--- src/rtl/mult_seq_ctrl.sv ---
// Control sequencer for the X/A/B shift-add two's-complement multiplier.
// One multiply per Run press: optional clear, WIDTH add/shift pairs, Done pulse.
module mult_seq_ctrl #(
    parameter int WIDTH      = 8,
    parameter bit CLR_ON_RUN = 1'b1,
    parameter int CW         = $clog2(WIDTH + 1)
) (
    input  logic          Clk,
    input  logic          Reset,
    input  logic          ClearA_LoadB,
    input  logic          Run,
    input  logic          M,
    output logic          ClrX,
    output logic          LdX,
    output logic          ShX,
    output logic          ClrA,
    output logic          LdA,
    output logic          ShA,
    output logic          ClrB,
    output logic          LdB,
    output logic          ShB,
    output logic          Sub,
    output logic          Busy,
    output logic          Done,
    output logic [CW-1:0] BitCnt
);

    typedef enum logic [2:0] {
        IDLE  = 3'd0,
        START = 3'd1,
        ADD   = 3'd2,
        SHIFT = 3'd3,
        DONE  = 3'd4,
        HOLD  = 3'd5
    } state_t;

    localparam logic [CW-1:0] CNT_LAST = CW'(WIDTH - 1);
    localparam logic [CW-1:0] CNT_FULL = CW'(WIDTH);

    state_t        state, state_nxt;
    logic [CW-1:0] cnt_nxt;

    always_ff @(posedge Clk) begin
        state  <= state_nxt;
        BitCnt <= cnt_nxt;
    end

    always_comb begin
        state_nxt = state;
        cnt_nxt   = BitCnt;
        ClrX = 1'b0; LdX = 1'b0; ShX = 1'b0;
        ClrA = 1'b0; LdA = 1'b0; ShA = 1'b0;
        ClrB = 1'b0; LdB = 1'b0; ShB = 1'b0;
        Sub  = 1'b0;
        Busy = 1'b0;
        Done = 1'b0;

        if (Reset) begin
            ClrX      = 1'b1;
            ClrA      = 1'b1;
            ClrB      = 1'b1;
            state_nxt = IDLE;
            cnt_nxt   = '0;
        end else begin
            unique case (state)
                IDLE: begin
                    // Run wins over ClearA_LoadB so a simultaneous press never reloads B.
                    if (Run) begin
                        state_nxt = CLR_ON_RUN ? START : ADD;
                        cnt_nxt   = '0;
                    end else if (ClearA_LoadB) begin
                        ClrA = 1'b1;
                        ClrX = 1'b1;
                        LdB  = 1'b1;
                    end
                end
                START: begin
                    Busy      = 1'b1;
                    ClrA      = 1'b1;
                    ClrX      = 1'b1;
                    state_nxt = ADD;
                end
                ADD: begin
                    Busy      = 1'b1;
                    LdA       = M;
                    LdX       = M;
                    // The multiplier's MSB carries negative weight: subtract its partial product.
                    Sub       = (BitCnt == CNT_LAST);
                    state_nxt = SHIFT;
                end
                SHIFT: begin
                    Busy      = 1'b1;
                    ShX       = 1'b1;
                    ShA       = 1'b1;
                    ShB       = 1'b1;
                    cnt_nxt   = BitCnt + 1'b1;
                    state_nxt = (cnt_nxt == CNT_FULL) ? DONE : ADD;
                end
                DONE: begin
                    Done      = 1'b1;
                    state_nxt = HOLD;
                end
                HOLD: begin
                    if (!Run)
                        state_nxt = IDLE;
                end
                default: begin
                    state_nxt = IDLE;
                    cnt_nxt   = '0;
                end
            endcase
        end
    end

endmodule

--- config.mk ---
export PLATFORM = sky130hd
export DESIGN_NAME = mult_seq_ctrl
export DESIGN_NICKNAME = d
export VERILOG_FILES = /design/src/rtl/mult_seq_ctrl.sv
export SDC_FILE = /design/constraint.sdc
export NUM_CORES = 1
export LEC_CHECK = 0
export BUFFER_PORTS_ARGS = -buffer_cell sky130_fd_sc_hd__clkbuf_2
export CORE_AREA = 2 2 39 41
export CTS_CLUSTER_SIZE = 10
export DETAILED_ROUTE_END_ITERATION = 10
export DIE_AREA = 0 0 41 43
export MAX_ROUTING_LAYER = met4
export PLACE_DENSITY = 0.66
export SETUP_SLACK_MARGIN = 0.2
export SYNTH_ARGS = -nofsm -noshare
export SYNTH_HDL_FRONTEND = slang
export SYNTH_SLANG_ARGS = --single-unit
--- constraint.sdc ---
create_clock -name Clk -period 1.3 [get_ports Clk]
set_input_delay 0.13 -clock Clk [delete_from_list [all_inputs] [get_ports Clk]]
set_output_delay 0.13 -clock Clk [all_outputs]
set_load 0.03 [all_outputs]
==> metrics.yaml <==
track_usage_pct: 21.0
power_density_nw_per_um2: 728
final_layout_size_suffix_gt1_share_pct: 71.1
nNetsFinal: 105
cts_hold_buf: 0
wl_um: 1670
dieHeight_um: 43
clk_pin_slew_ns: 0.06
grt_max_degree: 9
drt_iter0_markers: 12
start_util_pct: 35.1
die_w_um: 41
end_kind: "output pin"
topRoutingLayerUsed: "met4"
wl_met1_um: 694
async_flop_share_pct: 0
num_rows: 14
root_buffer: "clkbuf_4"
startpoint_type: "flip-flop"
antenna_cells: 0
cp_max_fo: 3
period_share_pct: 121
clock_sinks: 7
insertion_delay_ns: 0.27
area_growth_syn_to_layout_pct: 102
dieArea_um2: 1760
cts-htree-levels: 1
final_cells: 113
hold_path.class: "primary input to flip-flop"
dp_cells: 101
place_hpwl_um: 911
numCtsBuffers: 3
synth_area_leaders: "dfxtp_1 29%, buf_4 7.7%, a21oi_1 5.2%"
synth_top_cell_by_area: "dfxtp_1"
worst_pin_slew_ns: 0.298
worst_path_max_delay_cell: "dfxtp_2"
wl_per_cell_um: 14.7
setup.worst_path.start: "state[2]"
hold_viol: 0
via_count: 603
ys_types: 28
antenna_found_initial: 0
skew_ns: 0.00696
io_pins: 21
cts_buffer_depth: 2
fin_tns_setup_ns: -2.86
synth_top_area_share_pct: 28.9
setup-violations-final: 14
grt-ovfl-total: 0
drv_slew: 0
path_cells: "or2_4 > buf_4 > nor4b_4 > clkbuf_8"
grt_pass1_wl_um: 2400
synth_edf_count: 0
cts_tree: "yes"
seq_area_frac_synth_pct: 28.9
worstPathArrival_ns: 1.45
multi_input_area_um2: 423
failed_checks: "setup timing"
setup_ws_ns: -0.278
core_area_um2: 1380
ys_seq_elements: 7
r2r_slack_ns: -0.20
fmax_ghz: 0.634
syn_area_um2: 485
p_leak_nw: 0.412
ys_top_cells_by_count: "7 x dfxtp_1, 6 x nand2_1, 6 x nor2_1"
drv_cap: 0
grt_pass1_vias: 530
reg2reg_to: "BitCnt[2]"
status: "complete, but fails checks"
nFillCells: 98
port_buffers: 20
crit_type: "flip-flop to output pin"
reg2reg_depth: 6
ys.flop_type: "dfxtp_1"
maxSlewHeadroom_pct: 80.1
rsz0062_at_grt: "yes"
period_minus_slack_ns: 1.58
met3_length_um: 76
yosysMostFrequentCell: "dfxtp_1"
syn-num-nets: 72
syn_inst: 65
ys_warn_count: 0
detail_route.first_pass.iterations: 4
avgSynthCellArea_um2: 7.47
worstReg2RegStart: "state[2]"
place_congestion: 0.777
required_ns: 1.17
slowest_delay_ns: 0.32
seq_area_um2: 154
drc_errors: 0
endpoint: "LdB"
met2_length_um: 823
ir_drop_uv: 423
ant_nets: 0
vias_per_cell: 5.34
[where the power goes]
group          switching (mW)  internal [mW]  leakage (nW)
registers              0.0161          0.224        0.0607
logic                   0.134          0.122         0.333
clock network           0.104          0.114        0.0177
[cell type report]
class | instances | share of cell area, %
repair buffers | 36 | 35.5
well taps | 16 | 2.04
multi-input cells | 48 | 43.2
inverters | 2 | 0.766
clock inverters | 1 | 0.511
clock buffers | 3 | 2.30
flip-flops and latches | 7 | 15.7
[critical path, delay by kind of cell, from the launching register on]
family / cells / cell delay (ns)
and+or+nand+nor: 2 / 0.51
buffers and inverters: 2 / 0.34
DFF: 1 / 0.32
[sequential cells by signal, indices dropped and copies added (netlist names)]
signal and count:
state 3, BitCnt 4
[logic make-up after synthesis]
family                   Yosys count  share of synthesized area [%]
AND/OR/NAND/NOR                   29                           31.7
AO/OA/AOI/OAI                     14                           16.8
buffers and inverters             10                           11.9
flip-flops                         7                           28.9
XOR/XNOR                           2                           3.61
adder cells (fa/ha/maj)            2                           5.15
multiplexers                       1                           2.06
[through the flow]
| stage | util, % | worst slack, ns | area (um2) | hold slack [ns] | power (mW) |
|---|---|---|---|---|---|
| after CTS | 63.9 | -0.263 | 885 | 0.181 | 0.679 |
| after global placement | 48.0 | -0.0159 | 664 | 0.459 | 0.403 |
| final | 70.8 | -0.278 | 980 | 0.190 | 0.714 |
| after global routing | 70.8 | -0.335 | 980 | 0.204 | 0.757 |
| after floorplan | - | -0.0261 | 569 | 0.199 | 0.367 |
| after detailed placement | 48.0 | -0.0513 | 664 | 0.456 | 0.405 |
[timing repair]
action	4_1_cts	5_1_grt
gates resized for setup	40	24
endpoints found under the setup margin	17	19
gates cloned	0	0
pin swaps	6	10
setup buffers	5	3
[cells in the final DEF (no fill, tap or decap), types with 2 or more instances in the layout]
master / synthesis / layout
o21ai_2: 0 / 2
clkbuf_8: 0 / 4
xnor2_1: 2 / 2
nand2_1: 6 / 5
dfxtp_2: 0 / 5
buf_6: 0 / 6
dfxtp_4: 0 / 2
clkbuf_2: 0 / 9
nor2_1: 6 / 3
buf_4: 5 / 10
nand3_1: 2 / 2
clkbuf_4: 0 / 3
inv_1: 2 / 2
a31oi_1: 2 / 2
nor3_1: 4 / 2
nor2_4: 0 / 3
a21oi_2: 0 / 4
or2_4: 0 / 2
buf_8: 0 / 7
[how the worst min path moves through the flow]
stage | startpoint | end | slack (ns) | cells after the start
after floorplan | Reset | BitCnt[0] | 0.20 | 1
after global placement | Reset | BitCnt[0] | 0.46 | 3
after detailed placement | Reset | BitCnt[0] | 0.46 | 3
after CTS | Reset | BitCnt[0] | 0.18 | 3
after global routing | Reset | state[0] | 0.20 | 3
final | Reset | BitCnt[0] | 0.19 | 3
[routing by layer]
metal | track usage, % | up-vias
met5 | - | -
met4 | 10.0 | 0
met3 | 4.71 | 9
met2 | 30.9 | 18
met1 | 26.1 | 286
li1 | - | 290
Power figures use the tool's default switching activity.
